### src/rtl/mul_div_unit.sv
// Iterative multiply/divide unit driving the HI/LO register pair.
// Signed ops work on operand magnitudes and fix the signs when the result is written.
module mul_div_unit #(
  parameter int unsigned WIDTH = 32
) (
  input  logic             clk,
  input  logic             rst_n,
  input  logic             start,
  input  logic [1:0]       op,
  input  logic [WIDTH-1:0] A,
  input  logic [WIDTH-1:0] B,
  input  logic             mthi,
  input  logic             mtlo,
  input  logic [WIDTH-1:0] wdata,
  output logic             busy,
  output logic             done,
  output logic [WIDTH-1:0] hi,
  output logic [WIDTH-1:0] lo
);

  localparam int unsigned CW = (WIDTH > 1) ? $clog2(WIDTH) : 1;

  typedef enum logic [1:0] {IDLE, RUN, FINISH} state_e;

  state_e               state_q, state_d;
  logic [CW-1:0]        cnt_q, cnt_d;
  logic                 is_div_q, is_div_d;
  logic [WIDTH-1:0]     opnd_q, opnd_d;     // multiplicand (mult) or divisor (div) magnitude
  logic [2*WIDTH-1:0]   acc_q, acc_d;       // mult: {partial sum, multiplier}; div: {remainder, dividend/quotient}
  logic                 neg_q, neg_d;       // negate product / quotient
  logic                 rneg_q, rneg_d;     // negate remainder (dividend sign)
  logic                 busy_q, busy_d;
  logic                 done_q, done_d;
  logic [WIDTH-1:0]     hi_q, hi_d;
  logic [WIDTH-1:0]     lo_q, lo_d;

  logic                 signed_op;
  logic [WIDTH-1:0]     a_mag, b_mag;
  logic [WIDTH-1:0]     addend;
  logic [WIDTH:0]       msum;
  logic [WIDTH:0]       shifted;
  logic [WIDTH:0]       diff;
  logic [2*WIDTH-1:0]   prod_fix;

  assign busy = busy_q;
  assign done = done_q;
  assign hi   = hi_q;
  assign lo   = lo_q;

  // Datapath helpers: operand magnitudes and one shift-add / shift-subtract step.
  always_comb begin
    signed_op = ~op[0];
    a_mag     = (signed_op && A[WIDTH-1]) ? -A : A;
    b_mag     = (signed_op && B[WIDTH-1]) ? -B : B;
    addend    = acc_q[0] ? opnd_q : '0;
    msum      = {1'b0, acc_q[2*WIDTH-1:WIDTH]} + {1'b0, addend};
    shifted   = {acc_q[2*WIDTH-1:WIDTH], acc_q[WIDTH-1]};
    diff      = shifted - {1'b0, opnd_q};
    prod_fix  = neg_q ? -acc_q : acc_q;
  end

  // Next-state logic: FSM sequencing, iteration step, result write and mthi/mtlo.
  always_comb begin
    state_d  = state_q;
    cnt_d    = cnt_q;
    is_div_d = is_div_q;
    opnd_d   = opnd_q;
    acc_d    = acc_q;
    neg_d    = neg_q;
    rneg_d   = rneg_q;
    hi_d     = hi_q;
    lo_d     = lo_q;
    done_d   = 1'b0;

    unique case (state_q)
      IDLE: begin
        if (start) begin
          state_d  = RUN;
          cnt_d    = '0;
          is_div_d = op[1];
          // A zero divisor must leave the all-ones quotient unnegated.
          neg_d    = signed_op & (A[WIDTH-1] ^ B[WIDTH-1]) & (|B);
          rneg_d   = signed_op & A[WIDTH-1];
          opnd_d   = op[1] ? b_mag : a_mag;
          acc_d    = op[1] ? {{WIDTH{1'b0}}, a_mag} : {{WIDTH{1'b0}}, b_mag};
        end else begin
          if (mthi) hi_d = wdata;
          if (mtlo) lo_d = wdata;
        end
      end
      RUN: begin
        if (is_div_q) begin
          if (diff[WIDTH]) acc_d = {shifted[WIDTH-1:0], acc_q[WIDTH-2:0], 1'b0};
          else             acc_d = {diff[WIDTH-1:0],    acc_q[WIDTH-2:0], 1'b1};
        end else begin
          acc_d = {msum, acc_q[WIDTH-1:1]};
        end
        cnt_d = cnt_q + 1'b1;
        if (cnt_q == CW'(WIDTH - 1)) state_d = FINISH;
      end
      FINISH: begin
        state_d = IDLE;
        done_d  = 1'b1;
        if (is_div_q) begin
          lo_d = neg_q  ? -acc_q[WIDTH-1:0]       : acc_q[WIDTH-1:0];
          hi_d = rneg_q ? -acc_q[2*WIDTH-1:WIDTH] : acc_q[2*WIDTH-1:WIDTH];
        end else begin
          {hi_d, lo_d} = prod_fix;
        end
      end
      default: state_d = IDLE;
    endcase

    busy_d = (state_d != IDLE);
  end

  // State and result registers with asynchronous reset.
  always_ff @(posedge clk or negedge rst_n) begin
    if (!rst_n) begin
      state_q  <= IDLE;
      cnt_q    <= '0;
      is_div_q <= 1'b0;
      opnd_q   <= '0;
      acc_q    <= '0;
      neg_q    <= 1'b0;
      rneg_q   <= 1'b0;
      busy_q   <= 1'b0;
      done_q   <= 1'b0;
      hi_q     <= '0;
      lo_q     <= '0;
    end else begin
      state_q  <= state_d;
      cnt_q    <= cnt_d;
      is_div_q <= is_div_d;
      opnd_q   <= opnd_d;
      acc_q    <= acc_d;
      neg_q    <= neg_d;
      rneg_q   <= rneg_d;
      busy_q   <= busy_d;
      done_q   <= done_d;
      hi_q     <= hi_d;
      lo_q     <= lo_d;
    end
  end

endmodule

### config.mk
export PLATFORM = sky130hd
export DESIGN_NAME = mul_div_unit
export DESIGN_NICKNAME = d
export VERILOG_FILES = /design/src/rtl/mul_div_unit.sv
export SDC_FILE = /design/constraint.sdc
export NUM_CORES = 1
export LEC_CHECK = 0
export BUFFER_PORTS_ARGS = -buffer_cell sky130_fd_sc_hd__clkbuf_2
export CORE_MARGIN = 2
export CORE_UTILIZATION = 65
export CTS_BUF_LIST = sky130_fd_sc_hd__clkbuf_16
export DETAILED_ROUTE_END_ITERATION = 6
export PLACE_DENSITY = 0.93
export SETUP_SLACK_MARGIN = 0.1
export SLEW_MARGIN = 10
export SYNTH_ARGS = -nofsm -noshare
export SYNTH_HDL_FRONTEND = slang
export SYNTH_SLANG_ARGS = --single-unit
### constraint.sdc
create_clock -name clk -period 6.2 [get_ports clk]
set_input_delay 1.24 -clock clk [delete_from_list [all_inputs] [get_ports clk]]
set_output_delay 1.24 -clock clk [all_outputs]
set_load 0.02 [all_outputs]
==> metrics list <==
- The top cell types in the final layout, fill and taps aside, are 216 x sky130_fd_sc_hd__nor2_1, 204 x sky130_fd_sc_hd__o21ai_0, 202 x sky130_fd_sc_hd__a21oi_1, 190 x sky130_fd_sc_hd__nand2_1, 171 x sky130_fd_sc_hd__dfrtp_1.
- Wire length per cell after detailed routing: around 22 microns
* Ratio of routed vias to standard cells: about 6.8
- Cell Rows: 55
- Of the total power, registers draw around a quarter.
- Along the worst path, the maximum fanout reaches 27.
- The die is between 150 and 200 microns wide.
- Among all flip-flop cells after synthesis, the most frequent one is sky130_fd_sc_hd__dfrtp_1.
- Combined global-route utilization of all metal layers: about two fifths
* Hold violation total from the final report: 0
* Post-CTS resize count: 0
- The count of nets left with antenna violations once routing finished came out at 0.
* Setup slack after placement: roughly 1.9 ns
- Yosys mapped a number of flops with a built-in enable equal to 0.
- The smallest clock period supported by the final layout is computed as 4.330 ns.
- Post-synthesis net count: approximately 2100
- Gate count of the mapped netlist: ~1900
- First-pass GRT wire length: 78.41 mm
* Relative area change from synthesis to final layout: 10.23%
- Total internal power: ~4.7 mW
- For the final database, setup skew stands at between 0.015 and 0.02 ns.
- Each instance of the synthesized netlist takes up on average between 7 and 8 sq um.
- The share of total power dissipated in combinational logic is between 60% and 70%.
* Family of cells with the greatest summed delay on the critical path: compound AO/OA/AOI/OAI gates
* Final worst slack: approximately 1.9 ns
* Iteration-0 DRC Markers: 2104
* CTS tree: done
- Effective utilization at floorplan: between 60 and 70%
- Power per cell area: approximately 620 nW/um^2
* CTS Root Cell: sky130_fd_sc_hd__clkbuf_16
- Worst rel slew slack: about an eighth
- Largest net degree at the start of global routing: approximately 100
* Die footprint: roughly 24000 sq um
* Core outline area: about 22000 sq um
- Min-delay worst type: flip-flop to flip-flop
* Number of max-cap violations: 0
* Final setup vio count: 0
* Most common library cell in the layout ignoring fill and taps: sky130_fd_sc_hd__nor2_1
- Detail Placement HPWL: roughly 38 mm
* Post-route setup TNS: 0 ns
- Cells along the critical path: inv_1, buf_4, nor2_1, ha_1, a21oi_1, o21bai_1, a2111oi_0, a21oi_1, o2111ai_1, a311oi_1, a31oi_1, mux2i_1, o211ai_1
- Congestion Overflow GR: 0
- The design draws 10.16 mW.
* Fraction of power spent switching nets: between 50% and 60%
- The worst setup path is captured at a flip-flop.
- Drc violations: 0
* Max Buffers Root-to-Sink: 2
- The final number of max-transition violations was 0.
- By instance count, the cell type seen most on the critical path is sky130_fd_sc_hd__a21oi_1.
- The via count of the first global-routing pass was 14264.
- The number of hold buffers added after CTS was 0.
* Vias post-DR: roughly 16000
* Crit path required time: 6.50 ns
- Die height: between 150 and 200 microns
- Ratio of final minimum period to clock period: a little over two thirds
* Max Fclk: around 230 MHz
- The analysis attributes to net switching a power of 5.439 mW.
- The congestion estimate from routability-driven global placement came to between 1 and 1.5.
* Static leakage: approximately 7.4 nW
- Number of detailed-routing iterations run before antenna repair: 7
* Clock buffers created by TritonCTS: 17
* Proportion of register bits with asynchronous set or reset after synthesis: 100.0%
- Clock network latency to the later pin of the worst-skew pair: about 0.46 ns
- CTS built an H-tree with a depth of 4.
- Max IR drop VDD: 0.3722 mV
- During synthesis, Yosys emitted a total of 0 warnings.
* Number of distinct standard cells referenced by the synthesized netlist: 71
- Area of all placed cells without fillers: 16270 sq um
- Summing the sequential cell areas from Yosys gives 29.17% of the chip area.
* Cell at the slowest stage of the critical path: sky130_fd_sc_hd__a2111oi_0
* Clock sink total: roughly 170
- Kind of start point of the critical path: flip-flop
- Synthesized area: ~15000 sq um
- The net count of the finished layout is approximately 2200.
* Type of the worst setup path: flip-flop to flip-flop
- Post-CTS Setup Bufs: 0
- Status: finished, final reports clean
- RSZ-0062 raised after global routing: false
* Worst hold slack after final layout: 0.4808 ns
- Number of synthesized register bits: 172
- Count of buffer and inverter cells on the critical path: 2
* Area after detailed placement: around 16000 sq um
* Detailed Route WL: ~50 mm
* Number of I/O port buffers: approximately 170
- Clk slew on worst S/H paths: ~0.08 ns
- CP Data Arrival Time: approximately 4.6 ns
- Initial antenna violation count: 0
- Portion of total power attributed to the clock network: a little over a tenth
* I/O pin count: roughly 170
- In the final layout, the share of cells above drive strength 1 is around an eighth.
* Flop2flop setup slack: roughly 1.9 ns
* Measured slew at the worst slew-check pin: 1.303 ns
* Largest stage delay, worst path: slightly above 0.7 ns
[cells in the mapped netlist (16+ instances only)]
cell,count,area share [%]
sky130_fd_sc_hd__nor2_1,218,5.5
sky130_fd_sc_hd__o21ai_0,204,6.9
sky130_fd_sc_hd__a21oi_1,203,6.9
sky130_fd_sc_hd__nand2_1,190,4.8
sky130_fd_sc_hd__dfrtp_1,172,29
sky130_fd_sc_hd__clkbuf_1,102,2.6
sky130_fd_sc_hd__xnor2_1,81,4.8
sky130_fd_sc_hd__xor2_1,81,4.8
sky130_fd_sc_hd__ha_1,70,5.9
sky130_fd_sc_hd__inv_1,70,1.8
sky130_fd_sc_hd__mux2i_1,63,4.3
sky130_fd_sc_hd__nand3_1,32,1.1
sky130_fd_sc_hd__a21o_1,30,1.5
sky130_fd_sc_hd__nor3_1,30,1.0
sky130_fd_sc_hd__o31ai_1,29,1.5
sky130_fd_sc_hd__a22oi_1,22,1.1
sky130_fd_sc_hd__nor4_1,21,0.89
sky130_fd_sc_hd__and3_1,19,0.81
sky130_fd_sc_hd__nand4_1,19,0.81
sky130_fd_sc_hd__a31oi_1,18,0.76
sky130_fd_sc_hd__nand2b_1,16,0.68
sky130_fd_sc_hd__o41ai_1,16,0.95
sky130_fd_sc_hd__or3_1,16,0.68
[per-stage QoR]
stage	util, %	cells
global placement	69.79	2274
finish	72.50	2307
global route	72.49	2306
CTS	72.48	2306
detailed placement	69.79	2274
floorplan	-	1921
[metal layers]
layer / GRT usage (%) / up-vias / part of all wire [%]
li1: - / 7099 / -
met1: 57.73 / 7302 / 40
met2: 62.97 / 1065 / 42
met3: 9.358 / 186 / 13
met4: 19.49 / 0 / 5.4
met5: 0 / - / 0
[power groups by stage]
stage / clock network [mW] / logic (mW) / registers [mW]
after floorplan: 0 / 4.60 / 2.27
after global placement: 0 / 6.25 / 2.36
after detailed placement: 0 / 6.36 / 2.39
after CTS: 1.10 / 6.42 / 2.37
after global routing: 1.15 / 7.17 / 2.47
final: 1.11 / 6.62 / 2.43
[area by class of cell]
| cell class | count | area, sq um |
|---|---|---|
| Antenna cell | 1 | 2.502 |
| Clock buffer | 17 | 425.4 |
| Clock inverter | 15 | 176.4 |
| Fill cell | 1744 | 6168 |
| Inverter | 71 | 266.5 |
| Multi-Input combinational cell | 1563 | 9761 |
| Sequential cell | 172 | 4305 |
| Tap cell | 285 | 356.6 |
| Timing Repair Buffer | 183 | 972.2 |
[state kept, by name, summed over array words and instances (netlist names)]
register and count:
busy 1, cnt_q 5, rneg_q 1, hi 32, opnd_q 32, done 1
lo 32, is_div_q 1, state_q 2, acc_q 64, neg_q 1
[path summary, 6_finish.rpt]
kind                                  end  depth (start not counted)  startpoint
worst max-delay path            acc_q[62]                         13    acc_q[0]
worst max register to register  acc_q[62]                         13    acc_q[0]
max in group asynchronous       opnd_q[1]                          2       rst_n
min in group asynchronous          hi[17]                          1       rst_n
worst min register to register      hi[8]                          2       hi[8]
worst min-delay path                hi[8]                          2       hi[8]
[worst register-to-register path, cell delays in order, from the launching register on]
cell	delay (ns)
sky130_fd_sc_hd__dfrtp_1	0.50
sky130_fd_sc_hd__inv_1	0.23
sky130_fd_sc_hd__buf_4	0.35
sky130_fd_sc_hd__nor2_1	0.11
sky130_fd_sc_hd__ha_1	0.36
sky130_fd_sc_hd__a21oi_1	0.24
sky130_fd_sc_hd__o21bai_1	0.09
sky130_fd_sc_hd__a2111oi_0	0.72
sky130_fd_sc_hd__a21oi_1	0.37
sky130_fd_sc_hd__o2111ai_1	0.36
sky130_fd_sc_hd__a311oi_1	0.18
sky130_fd_sc_hd__a31oi_1	0.33
sky130_fd_sc_hd__mux2i_1	0.26
sky130_fd_sc_hd__o211ai_1	0.10
[logic make-up (layout without fill, tap and decap cells)]
kind of cell	after synthesis	in the layout	share of synthesized area, %
AOI/OAI and AO/OA	631	631	25.79
xor gates and xnor gates	162	162	9.615
adders and majority gates	72	72	6.207
muxes	67	67	4.579
DFF	172	172	29.17
and+or+nand+nor	631	631	19.87
other	0	1	0
buffers and inverters	186	286	4.765
Note: power is estimated with default switching activity, not from simulation.
